`config.mk`:
```
export PLATFORM = sky130hd
export DESIGN_NAME = mem_arbiter
export DESIGN_NICKNAME = d
export VERILOG_FILES = /design/src/rtl/ctrl_pkg.sv /design/src/rtl/arb_pick.sv /design/src/rtl/mem_arbiter.sv
export SDC_FILE = /design/constraint.sdc
export NUM_CORES = 1
export LEC_CHECK = 0
export ABC_AREA = 1
export CAP_MARGIN = 20
export CORE_ASPECT_RATIO = 1.5
export CORE_MARGIN = 3
export CORE_UTILIZATION = 47
export CTS_CLUSTER_DIAMETER = 30
export CTS_CLUSTER_SIZE = 20
export DETAILED_ROUTE_END_ITERATION = 12
export GPL_TIMING_DRIVEN = 0
export PLACE_DENSITY_LB_ADDON = 0.2
export SLEW_MARGIN = 20
export SYNTH_ARGS = -nofsm -noshare
export SYNTH_HDL_FRONTEND = slang
export SYNTH_HIERARCHICAL = 1
export SYNTH_SLANG_ARGS = --single-unit
```
`constraint.sdc`:
```
create_clock -name clock -period 3.2 [get_ports clock]
set_clock_uncertainty 0.2 [all_clocks]
set_input_delay 0.64 -clock clock [delete_from_list [all_inputs] [get_ports clock]]
set_output_delay 0.64 -clock clock [all_outputs]
set_load 0.01 [all_outputs]
```
`src/rtl/ctrl_pkg.sv`:
```
// Shared types for the memory-port arbiter: FSM states and grant encoding.
// Latency: n/a (types only).
// Backpressure: n/a (types only).
package ctrl_pkg;

  typedef enum logic [1:0] {
    IDLE   = 2'd0,
    ACCESS = 2'd1,
    ACK    = 2'd2
  } state_t;

  typedef enum logic {
    GNT_F = 1'b0,
    GNT_D = 1'b1
  } grant_t;

endpackage

```
`src/rtl/arb_pick.sv`:
```
// Priority pick between fetch and data requesters with a starvation guard for fetch.
// Latency: purely combinational; the caller registers grant and counter.
// Backpressure: none here; the caller applies the result only while arbitrating.
module arb_pick
  import ctrl_pkg::*;
#(
  parameter int STARVE = 4,
  parameter int CW     = $clog2(STARVE + 1)
) (
  input  logic          f_req,
  input  logic          d_req,
  input  logic [CW-1:0] starve_cnt,
  output grant_t        grant,
  output logic [CW-1:0] starve_nxt
);

  localparam logic [CW-1:0] CMAX = CW'(STARVE);

  // Data wins unless fetch is waiting and has already lost STARVE times in a row.
  always_comb begin
    grant      = GNT_F;
    starve_nxt = '0;
    if (d_req && !(f_req && (starve_cnt == CMAX))) begin
      grant = GNT_D;
      if (f_req) begin
        starve_nxt = (starve_cnt == CMAX) ? CMAX : starve_cnt + CW'(1);
      end
    end
  end

endmodule

```
`src/rtl/mem_arbiter.sv`:
```
// Serialises fetch (F) and load/store (D) accesses onto one memory port, D first.
// Latency: IDLE -> ACCESS -> ACK; ack pulses one cycle after the first non-busy ACCESS cycle.
// Backpressure: mem_busy holds ACCESS with stable address/data; new requests wait in IDLE.
module mem_arbiter
  import ctrl_pkg::*;
#(
  parameter int NBITS  = 8,
  parameter int STARVE = 4
) (
  input  logic             clock,
  input  logic             reset,
  input  logic             f_req,
  input  logic [NBITS-1:0] f_addr,
  output logic             f_ack,
  output logic [NBITS-1:0] f_rdata,
  input  logic             d_req,
  input  logic             d_we,
  input  logic [NBITS-1:0] d_addr,
  input  logic [NBITS-1:0] d_wdata,
  output logic             d_ack,
  output logic [NBITS-1:0] d_rdata,
  output logic             mem_req,
  output logic             mem_we,
  output logic [NBITS-1:0] mem_addr,
  output logic [NBITS-1:0] mem_wdata,
  input  logic             mem_busy,
  input  logic [NBITS-1:0] mem_rdata
);

  localparam int CW = $clog2(STARVE + 1);

  state_t        state;
  grant_t        grant_q;
  logic [CW-1:0] starve_cnt;
  grant_t        pick_grant;
  logic [CW-1:0] starve_nxt;

  arb_pick #(
    .STARVE (STARVE),
    .CW     (CW)
  ) u_pick (
    .f_req      (f_req),
    .d_req      (d_req),
    .starve_cnt (starve_cnt),
    .grant      (pick_grant),
    .starve_nxt (starve_nxt)
  );

  // Arbitration FSM; the memory-side outputs double as the latched request registers.
  always_ff @(posedge clock or negedge reset) begin
    if (!reset) begin
      state      <= IDLE;
      grant_q    <= GNT_F;
      starve_cnt <= '0;
      f_ack      <= 1'b0;
      d_ack      <= 1'b0;
      f_rdata    <= '0;
      d_rdata    <= '0;
      mem_req    <= 1'b0;
      mem_we     <= 1'b0;
      mem_addr   <= '0;
      mem_wdata  <= '0;
    end else begin
      f_ack <= 1'b0;
      d_ack <= 1'b0;
      case (state)
        IDLE: begin
          if (f_req || d_req) begin
            grant_q    <= pick_grant;
            starve_cnt <= starve_nxt;
            mem_req    <= 1'b1;
            // Fetches are always reads, so the store strobe only passes for a D grant.
            mem_we     <= (pick_grant == GNT_D) && d_we;
            mem_addr   <= (pick_grant == GNT_D) ? d_addr : f_addr;
            mem_wdata  <= (pick_grant == GNT_D) ? d_wdata : '0;
            state      <= ACCESS;
          end
        end
        ACCESS: begin
          if (!mem_busy) begin
            mem_req <= 1'b0;
            mem_we  <= 1'b0;
            if (grant_q == GNT_D) begin
              d_ack   <= 1'b1;
              d_rdata <= mem_we ? '0 : mem_rdata;
            end else begin
              f_ack   <= 1'b1;
              f_rdata <= mem_rdata;
            end
            state <= ACK;
          end
        end
        // One dead cycle so the requester can drop or change its request.
        ACK:     state <= IDLE;
        default: state <= IDLE;
      endcase
    end
  end

endmodule

```
==> qor.txt <==
Row Count - 28
Origin of the worst setup path - mem_addr[0]
Max cap viols - 0
Dpl cell area - 2783 um2
Max Root-Sink Buffers - 2
CP required - 2.36 ns
Core area - 3994 um2
Per-cell routed wire length - 12.34 um
Gr usage total - 21.31%
Max VDD drop - 0.5495 mV
Final Hold Viols - 0
P_sw - 0.8696 mW
ANT nets after route - 0
Final setup TNS - 0 ns
Slew HR - 75.10%
Critical path depth - 1
TritonCTS clock tree - yes
DRT Wirelength - 4.639 mm
CTS clk-pin slew, worst paths - 0.08 ns
Clock latency on the worst-skew pair - 0.30 ns
Total power draw - 2.549 mW
Slew @ Worst Pin - 0.3735 ns
CTS buffer count - 5
Post_cts resized - 0
Pre-CTS setup slack - 0.9181 ns
Clk network pwr share - 20.2%
Max Fclk - 484.5 MHz
WP buf/inv - 1
Layout cell share with drive strength beyond 1 - 8.761%
Critical Path Fanout Max - 2
Startpoint types - flip-flop
Internal power of the cells - 1.679 mW
Final nets - 370
# diodes - 0
Iter 0 DRT Violations - 63
Final setup viols - 0
Synthesized net count - 289
Clk root buf - clkbuf_8
CP delay by family, top - buffers and inverters
Clk sinks - 42
Post-Layout Inst Area - 2925 um2
RR Startpoint - starve_cnt[0]
Pin count of the biggest net entering global routing - 29
GPL Wtd Cong - 0.8229
Final setup margin - 1.136 ns
DRC - 0
Synth Register Bits - 42
Dominant cells by area after synthesis - dfrtp_1, nand2_1, inv_1
Mapped Cells - 249
Critical R2R Capture - mem_addr[1]
DP HPWL - 3.493 mm
Die height - 85.51 um
Syn Area/Cell - 7.954 um2
R2r setup slk - 1.47 ns
CP peak stage delay - 0.56 ns
Slowest cell on crit path - clkdlybuf4s50_1
Area grow syn2layout - 47.69%
Drt first pass iters - 4
Sequential area share after synthesis - 53.06%
IO Count - 74
Worst setup path endpoint - mem_addr[0]
Share of the synthesized area in the top cell type - 53.06%
Status - completed
Hold Buf Count CTS - 0
Cell taking the most area after synthesis - dfrtp_1
Seq pwr share - 35.1%
Setup CP Type - flip-flop to output pin
Switching part of the total - 34.12%
Max-slew violations - 0
Comb power frac - 44.7%
Post-CTS Setup Bufs - 0
Initial antenna violation count - 0
Pwr per Cell Area - 871.3 nW/um2
Ys Warns - 6
Cell Chain, Critical Path - clkdlybuf4s50_1
Die area - 5045 um2
Netlist Area Pre-Place - 1981 um2
Worst Hold Class - input pin to async pin
Vias per cell - 4.864
Reg2Reg Depth - 10
Via count - 1829
Setup crit end kind - output pin
First-pass GRT wire length - 8.148 mm
RSZ-0062 raised after global routing - no
Initial core utilization - 49.59%
CP arrival - 1.22 ns
Post-route core utilization - 73.25%
Htree depth - 2
Synth unique cells - 18
P_leak - 1.525 nW
Gr ovfl total - 0
Number of global-route vias before repair - 1872
Number of port buffers - 73
Final worst path period share - 64.50%
Tmin final - 2.064 ns
Die width - 59.01 um
routing by layer:
layer / share of wire [%] / GRT usage, % / up-vias
li1: - / - / 914
met5: 0 / 0 / -
met4: 2.5 / 8.660 / 0
met1: 36 / 22.01 / 837
met2: 53 / 39.03 / 67
met3: 8.2 / 5.873 / 11
through the flow:
stage          hold slack [ns]  std cells
2_1_floorplan           0.1444        249
3_3_place_gp            0.2529        367
3_5_place_dp            0.2582        368
4_1_cts                0.05288        376
5_1_grt                0.06170        376
6_report               0.04662        376
how the worst min path moves through the flow:
stage          startpoint         end  slack [ns]  cells after the start
6_report            reset       f_ack        0.05                      1
5_1_grt             reset  f_rdata[0]        0.06                      1
4_1_cts             reset       f_ack        0.05                      1
3_5_place_dp   d_rdata[6]  d_rdata[6]        0.26                      2
3_3_place_gp   f_rdata[1]  f_rdata[1]        0.25                      2
2_1_floorplan       reset       d_ack        0.14                      0
power by group through the flow:
stage          combinational, mW  sequential, mW  clock (mW)
4_1_cts                     1.16           0.898       0.526
3_3_place_gp                1.13           0.894           0
5_1_grt                     1.28           0.926       0.549
6_report                    1.14           0.895       0.514
3_5_place_dp                1.16           0.903           0
2_1_floorplan              0.473           0.991           0
cells in the final DEF, fill, tap and decap left out:
cell | synthesis | final
inv_2 | 2 | 2
a21oi_2 | 1 | 1
buf_2 | 2 | 3
o21ai_0 | 8 | 8
clkbuf_8 | 0 | 6
nand2_4 | 2 | 2
nand2_1 | 108 | 108
nor2_4 | 3 | 3
nor2_1 | 13 | 13
buf_12 | 0 | 1
clkbuf_1 | 1 | 1
nand3_1 | 19 | 19
inv_1 | 29 | 29
nand3_2 | 1 | 1
clkdlybuf4s50_1 | 0 | 72
dfrtp_1 | 42 | 42
ha_1 | 2 | 2
bufinv_16 | 0 | 2
nor2_2 | 1 | 1
buf_6 | 3 | 3
buf_4 | 4 | 4
o21ai_1 | 8 | 8
cells by family (layout without fill, tap and decap cells):
family	Yosys count	in the layout	synth area share [%]
flip-flops	42	42	53.06
buffers and inverters	41	123	9.791
AND/OR/NAND/NOR	147	147	31.40
adder cells (fa/ha/maj)	2	2	1.263
AO/OA/AOI/OAI	17	17	4.485
cell usage after synthesis, drive strengths merged:
library cell,instances
nand2,110
dfrtp,42
inv,31
nand3,20
nor2,17
o21ai,16
buf,9
ha,2
a21oi,1
clkbuf,1
cell type report:
class                   count  area, um2
fillers                   333       1069
flip-flops and latches     42       1051
repair buffers             74      745.7
multi-input cells         166      735.7
inverters                  31      116.4
clock buffers               6      82.58
plain buffers              10      77.57
clock inverters             2      60.06
well taps                  45      56.30
flip-flops by register name, summed over array words and instances (netlist names):
register    count
mem_addr        8
d_rdata         8
d_ack           1
f_rdata         8
f_ack           1
starve_cnt      3
mem_req         1
grant_q         1
mem_we          1
mem_wdata       8
state           2
Power figures use the tool's default switching activity.
